<file path="src/rtl/pipe_ctrl_if.sv">
// pipe_ctrl_if: handshake bundle between the pipeline datapath and the
// freeze/flush sequencer.
//   slave  modport (sequencer side): receives memReadMem, memWriteMem,
//          branchTaken, hazard; drives every stage-register control,
//          sramEn, memReady and the 16-bit stallCycles counter.
//   master modport (datapath side): the mirror image.
interface pipe_ctrl_if;
    logic        memReadMem;
    logic        memWriteMem;
    logic        branchTaken;
    logic        hazard;
    logic        pcFreeze;
    logic        ifidFreeze;
    logic        ifidFlush;
    logic        idexFreeze;
    logic        idexFlush;
    logic        exmemFreeze;
    logic        memwbFlush;
    logic        sramEn;
    logic        memReady;
    logic [15:0] stallCycles;

    modport master (
        output memReadMem, memWriteMem, branchTaken, hazard,
        input  pcFreeze, ifidFreeze, ifidFlush, idexFreeze, idexFlush,
               exmemFreeze, memwbFlush, sramEn, memReady, stallCycles
    );

    modport slave (
        input  memReadMem, memWriteMem, branchTaken, hazard,
        output pcFreeze, ifidFreeze, ifidFlush, idexFreeze, idexFlush,
               exmemFreeze, memwbFlush, sramEn, memReady, stallCycles
    );
endinterface

</file>
<file path="src/rtl/pipe_ctrl.sv">
// pipe_ctrl: central freeze/flush sequencer for a 5-stage pipeline.
// Ports:
//   clk  - system clock, rising edge
//   rst  - asynchronous active-low reset
//   bus  - pipe_ctrl_if.slave: memory/branch/hazard requests in,
//          per-stage freeze/flush controls, SRAM handshake and the
//          saturating stall-cycle counter out.
// Priority of the controls: multi-cycle SRAM stall, then taken branch,
// then load-use hazard. All controls are combinational from state and
// inputs and are forced low while reset is held.
module pipe_ctrl #(
    parameter int WAIT_CYCLES = 4,
    parameter int CNT_W       = $clog2(WAIT_CYCLES) + 1
) (
    input  logic        clk,
    input  logic        rst,
    pipe_ctrl_if.slave  bus
);

    typedef enum logic {
        IDLE = 1'b0,
        BUSY = 1'b1
    } state_e;

    localparam bit              MULTI    = (WAIT_CYCLES > 1);
    // The request cycle itself is the first wait cycle, so BUSY counts
    // down from WAIT_CYCLES-2 and releases the pipeline when it hits 0.
    localparam logic [CNT_W-1:0] CNT_LOAD = CNT_W'((WAIT_CYCLES > 1) ? WAIT_CYCLES - 2 : 0);
    localparam logic [15:0]     STALL_MAX = 16'hFFFF;

    state_e           state_q, state_d;
    logic [CNT_W-1:0] cnt_q, cnt_d;
    logic [15:0]      stall_cnt_q, stall_cnt_d;

    logic mem_req;
    logic mem_stall;
    logic mem_ready;
    logic sram_en;

    // Wait-state FSM next-state and stall/ready decode.
    always_comb begin
        // NOTE: every signal gets a default before the case so no path
        // leaves it unassigned and no latch is inferred.
        mem_req   = bus.memReadMem | bus.memWriteMem;
        state_d   = state_q;
        cnt_d     = cnt_q;
        mem_stall = 1'b0;
        mem_ready = 1'b0;
        sram_en   = 1'b0;
        unique case (state_q)
            IDLE: begin
                if (mem_req) begin
                    sram_en = 1'b1;
                    if (MULTI) begin
                        mem_stall = 1'b1;
                        cnt_d     = CNT_LOAD;
                        state_d   = BUSY;
                    end else begin
                        // Single-cycle SRAM: ready in the request cycle.
                        mem_ready = 1'b1;
                    end
                end
            end
            BUSY: begin
                sram_en = 1'b1;
                if (cnt_q != '0) begin
                    mem_stall = 1'b1;
                    cnt_d     = cnt_q - CNT_W'(1);
                end else begin
                    mem_ready = 1'b1;
                    state_d   = IDLE;
                end
            end
            default: state_d = IDLE;
        endcase

        stall_cnt_d = (mem_stall && (stall_cnt_q != STALL_MAX)) ? stall_cnt_q + 16'd1
                                                                : stall_cnt_q;
    end

    // Stage-register controls. A memory stall freezes everything up to
    // EX/MEM and bubbles WB; branch/hazard stay pending because EX and ID
    // are frozen. A taken branch squashes ID, so it masks the hazard.
    always_comb begin
        bus.pcFreeze    = 1'b0;
        bus.ifidFreeze  = 1'b0;
        bus.ifidFlush   = 1'b0;
        bus.idexFreeze  = 1'b0;
        bus.idexFlush   = 1'b0;
        bus.exmemFreeze = 1'b0;
        bus.memwbFlush  = 1'b0;
        if (rst) begin
            if (mem_stall) begin
                bus.pcFreeze    = 1'b1;
                bus.ifidFreeze  = 1'b1;
                bus.idexFreeze  = 1'b1;
                bus.exmemFreeze = 1'b1;
                bus.memwbFlush  = 1'b1;
            end else if (bus.branchTaken) begin
                bus.ifidFlush = 1'b1;
                bus.idexFlush = 1'b1;
            end else if (bus.hazard) begin
                bus.pcFreeze   = 1'b1;
                bus.ifidFreeze = 1'b1;
                bus.idexFlush  = 1'b1;
            end
        end
        bus.sramEn   = rst & sram_en;
        bus.memReady = rst & mem_ready;
    end

    assign bus.stallCycles = stall_cnt_q;

    // NOTE: state flops use non-blocking assignments so every flop samples
    // the pre-edge values computed above, independent of statement order.
    always_ff @(posedge clk or negedge rst) begin
        if (!rst) begin
            state_q     <= IDLE;
            cnt_q       <= '0;
            stall_cnt_q <= '0;
        end else begin
            state_q     <= state_d;
            cnt_q       <= cnt_d;
            stall_cnt_q <= stall_cnt_d;
        end
    end

endmodule

</file>
<file path="src/flat_wrapper.sv">
// flat-port wrapper written by rule: the top's interface ports become plain ports
module pipe_ctrl_flat 
#(
    parameter int WAIT_CYCLES = 4,
    parameter int CNT_W       = $clog2(WAIT_CYCLES) + 1
)
  (clk, rst, bus_memReadMem, bus_memWriteMem, bus_branchTaken, bus_hazard, bus_pcFreeze, bus_ifidFreeze, bus_ifidFlush, bus_idexFreeze, bus_idexFlush, bus_exmemFreeze, bus_memwbFlush, bus_sramEn, bus_memReady, bus_stallCycles);
  pipe_ctrl_if bus_i ();
  input  logic clk;
  input  logic rst;
  input wire logic [$bits(bus_i.memReadMem)-1:0] bus_memReadMem;
  input wire logic [$bits(bus_i.memWriteMem)-1:0] bus_memWriteMem;
  input wire logic [$bits(bus_i.branchTaken)-1:0] bus_branchTaken;
  input wire logic [$bits(bus_i.hazard)-1:0] bus_hazard;
  output wire logic [$bits(bus_i.pcFreeze)-1:0] bus_pcFreeze;
  output wire logic [$bits(bus_i.ifidFreeze)-1:0] bus_ifidFreeze;
  output wire logic [$bits(bus_i.ifidFlush)-1:0] bus_ifidFlush;
  output wire logic [$bits(bus_i.idexFreeze)-1:0] bus_idexFreeze;
  output wire logic [$bits(bus_i.idexFlush)-1:0] bus_idexFlush;
  output wire logic [$bits(bus_i.exmemFreeze)-1:0] bus_exmemFreeze;
  output wire logic [$bits(bus_i.memwbFlush)-1:0] bus_memwbFlush;
  output wire logic [$bits(bus_i.sramEn)-1:0] bus_sramEn;
  output wire logic [$bits(bus_i.memReady)-1:0] bus_memReady;
  output wire logic [$bits(bus_i.stallCycles)-1:0] bus_stallCycles;
  assign bus_i.memReadMem = bus_memReadMem;
  assign bus_i.memWriteMem = bus_memWriteMem;
  assign bus_i.branchTaken = bus_branchTaken;
  assign bus_i.hazard = bus_hazard;
  assign bus_pcFreeze = bus_i.pcFreeze;
  assign bus_ifidFreeze = bus_i.ifidFreeze;
  assign bus_ifidFlush = bus_i.ifidFlush;
  assign bus_idexFreeze = bus_i.idexFreeze;
  assign bus_idexFlush = bus_i.idexFlush;
  assign bus_exmemFreeze = bus_i.exmemFreeze;
  assign bus_memwbFlush = bus_i.memwbFlush;
  assign bus_sramEn = bus_i.sramEn;
  assign bus_memReady = bus_i.memReady;
  assign bus_stallCycles = bus_i.stallCycles;
  pipe_ctrl #(.WAIT_CYCLES(WAIT_CYCLES), .CNT_W(CNT_W)) u_core (.clk(clk), .rst(rst), .bus(bus_i));
endmodule
</file>
<file path="config.mk">
export PLATFORM = sky130hd
export DESIGN_NAME = pipe_ctrl_flat
export DESIGN_NICKNAME = d
export VERILOG_FILES = /design/src/rtl/pipe_ctrl_if.sv /design/src/rtl/pipe_ctrl.sv /design/src/flat_wrapper.sv
export SDC_FILE = /design/constraint.sdc
export NUM_CORES = 1
export LEC_CHECK = 0
export ABC_AREA = 1
export BUFFER_PORTS_ARGS = -buffer_cell sky130_fd_sc_hd__buf_4
export CORE_ASPECT_RATIO = 1.2
export CORE_MARGIN = 4
export CORE_UTILIZATION = 30
export CTS_CLUSTER_SIZE = 10
export DETAILED_ROUTE_END_ITERATION = 10
export PLACE_DENSITY_LB_ADDON = 0.3
export SLEW_MARGIN = 10
export SYNTH_ARGS = -nofsm -noshare
export SYNTH_HDL_FRONTEND = slang
export SYNTH_SLANG_ARGS = --single-unit
</file>
<file path="constraint.sdc">
create_clock -name clk -period 2.3 [get_ports clk]
set_input_delay 0.345 -clock clk [delete_from_list [all_inputs] [get_ports clk]]
set_output_delay 0.345 -clock clk [all_outputs]
set_load 0.02 [all_outputs]
</file>
==> impl_metrics.ini <==
[routing]
wl_met1_um = 1320
ant_nets = 0
top_layer_used = met4
vias = 1227
vias_per_cell = 4.56
route.met3.wl_um = 197
drc = 0
wl_per_cell_um = 11.2
drt-initial-drc-count = 51
first_pass_iters = 4
wl_met2_um = 1460
routed_wl_um = 3020

[synthesis]
syn_inst = 183
synthTopCellsByArea = dfrtp_1 (37%), nand2_1 (17%), inv_1 (6.2%)
yosysMostFrequentCell = nand2_1
syn_nets = 192
synth_compound_area_share_pct = 9.35
synthAdderAreaFrac_pct = 2.81
ys_ff_latch = 20
synth_warnings = 0
yosysUniqueCellTypes = 26
ys.flop_type = dfrtp_1
synth-edff-count = 0
synth.top_cell.area_share_pct = 37.4
ys_seq_area_share_pct = 37.4
synth_top_family_by_area = simple AND/OR/NAND/NOR gates
syn_area_per_cell_um2 = 7.31
syn-cell-area_um2 = 1340
synthTopCellsByCount = nand2_1 (62), inv_1 (22), dfrtp_1 (20)
async_flop_share_pct = 100
synth_top_cell_by_area = dfrtp_1
yosys.area_share.simple_pct = 36.4
synthXorXnorAreaFrac_pct = 3.27
synth.area.mux_share_pct = 0

[finish]
antenna_cells = 0
multi_input_area_um2 = 693
nNetsFinal = 223
fillCellCount = 473
drive_above_1_share_pct = 25.8
regArea_um2 = 500
final_util_pct = 38.5
area_delta_synth_final_pct = 23.6

[global_route]
track_usage_pct = 11.9
grt_pass1_vias = 1138
grt_pass1_wl_um = 5030
overflow = 0
grt_start_max_net_pins = 23
grt_antenna_before_repair = 0

[floorplanning]
ios = 31
dieArea_um2 = 5600
num_rows = 26
die_h_um = 81.1
coreArea_um2 = 4290
start_util_pct = 31.1
fp.dieW_um = 69.0

[critical_path]
reg2reg_to = u_core.bus.stallCycles[3]$_DFFE_PN0P_
required_ns = 1.96
startpoint = rst
crit_fanout = 22
rr_worst_depth = 8
reg2reg_slack_ns = 0.54
worstPathArrival_ns = 1.69
setup.worst_path.start_class = input pin
r2r_start = u_core.bus.stallCycles[0]$_DFFE_PN0P_
path_class = in -> out
end_kind = output port

[min_path]
hold_start = u_core.cnt_q[0]$_DFFE_PN0P_
hold_path_class = reg -> reg
min_path_cells = 1
min_to = u_core.cnt_q[0]$_DFFE_PN0P_

[clocking]
clock_latency_ns = 0.26
cts_tree = done
cts_root_buf = clkbuf_8
cts_sinks = 20
cts_max_level = 1
clock_path_buffers = 2
clk_pin_slew_ns = 0.08
cts_resized = 0
numCtsBuffers = 3

[run]
max_cap_viol_count = 0

[timing]
finClkSkew_ns = 0.00348
rsz0062_at_grt = false
final-hold-violation-count = 0
worstMarginPinSlew_ns = 0.525
setup_violations = 0
post-route-min-period_ns = 2.03
relSlewSlack_pct = 65.0
fin_crit_sh_pct = 88.3
tns_ns = 0
max_freq_ghz = 0.492
drv_slew = 0

[placement]
port_buffers = 30
place_hpwl_um = 2280
gp_congestion = 0.783

[power]
total_leakage_power_nw = 0.794
p_per_area_nw_per_um2 = 1170
vdd_drop_max_mv = 0.647

[status]
status = finished, final reports clean
kinds of logic after synthesis:
| family | after synthesis |
|---|---|
| AND/OR/NAND/NOR | 107 |
| adder cells (fa/ha/maj) | 3 |
| buffers and inverters | 30 |
| flip-flops | 20 |
| AO/OA/AOI/OAI | 18 |
| XOR/XNOR | 5 |
worst max-delay path: stages:
cell           delay [ns]
dlygate4sd3_1        0.53
buf_4                0.28
inv_1                0.16
nor2_1               0.20
buf_4                0.17
sequential cells by signal, summed over array words and instances (netlist names):
| register | flops |
|---|---|
| u_core.bus.stallCycles | 16 |
| u_core.cnt_q | 3 |
| u_core.state_q | 1 |
cell type report:
class,count,area share [%]
Sequential cell,20,30.3
Multi-Input combinational cell,133,41.9
Tap cell,56,4.24
Timing Repair Buffer,31,14.2
Inverter,25,5.98
Clock buffer,4,3.33
repair_timing:
action,in CTS,in global routing
buffers inserted,0,0
hold endpoints to repair,20,0
hold buffers,1,0
layer usage:
| layer | up-vias | track usage, % |
|---|---|---|
| li1 | 633 | - |
| met1 | 552 | 14.1 |
| met2 | 38 | 21.1 |
| met3 | 4 | 2.35 |
| met4 | 0 | 3.70 |
| met5 | - | 0 |
per-stage QoR:
stage / cell area (µm²) / hold slack (ns) / instances / total power (W) / setup WS (ns)
2_1_floorplan: 1340 / 0.0494 / 183 / 0.00138 / 0.367
3_3_place_gp: 1590 / 0.254 / 264 / 0.00167 / 0.564
3_5_place_dp: 1590 / 0.259 / 264 / 0.00168 / 0.543
4_1_cts: 1650 / 0.495 / 269 / 0.00197 / 0.231
5_1_grt: 1650 / 0.533 / 269 / 0.00211 / 0.120
6_report: 1650 / 0.492 / 269 / 0.00194 / 0.269
power by group:
group          switching, W  total [W]  internal (W)
registers          0.000162   0.000645      0.000482
clock network      0.000128   0.000280      0.000153
logic              0.000623    0.00101      0.000389
total              0.000913    0.00194       0.00102
worst max-delay path by stage:
| stage | to | slack, ns | depth (start not counted) |
|---|---|---|---|
| after floorplan | bus_pcFreeze | 0.37 | 7 |
| after global placement | u_core.bus.stallCycles[10]$_DFFE_PN0P_ | 0.56 | 8 |
| after detailed placement | u_core.bus.stallCycles[4]$_DFFE_PN0P_ | 0.54 | 8 |
| after CTS | bus_memwbFlush | 0.23 | 5 |
| after global routing | bus_exmemFreeze | 0.12 | 5 |
| final | bus_memwbFlush | 0.27 | 5 |
cells in the final DEF (no fill, tap or decap):
cell type / count
clkinv_4: 1
nor2_4: 2
nand4_1: 6
nor2_2: 3
nand2_1: 62
nand2_4: 2
nand2_2: 2
nor2_1: 18
xor2_1: 2
inv_2: 2
xnor2_1: 3
dlygate4sd3_1: 1
a31oi_1: 1
nor3_1: 1
a21oi_1: 1
inv_1: 22
clkbuf_8: 4
buf_4: 30
nand3_1: 10
o22ai_1: 1
a22oi_1: 1
o21ai_1: 2
ha_1: 3
dfrtp_1: 20
o21ai_0: 4
nand3_4: 1
o21ai_2: 8
No activity file was read; power rests on OpenSTA's default activity.
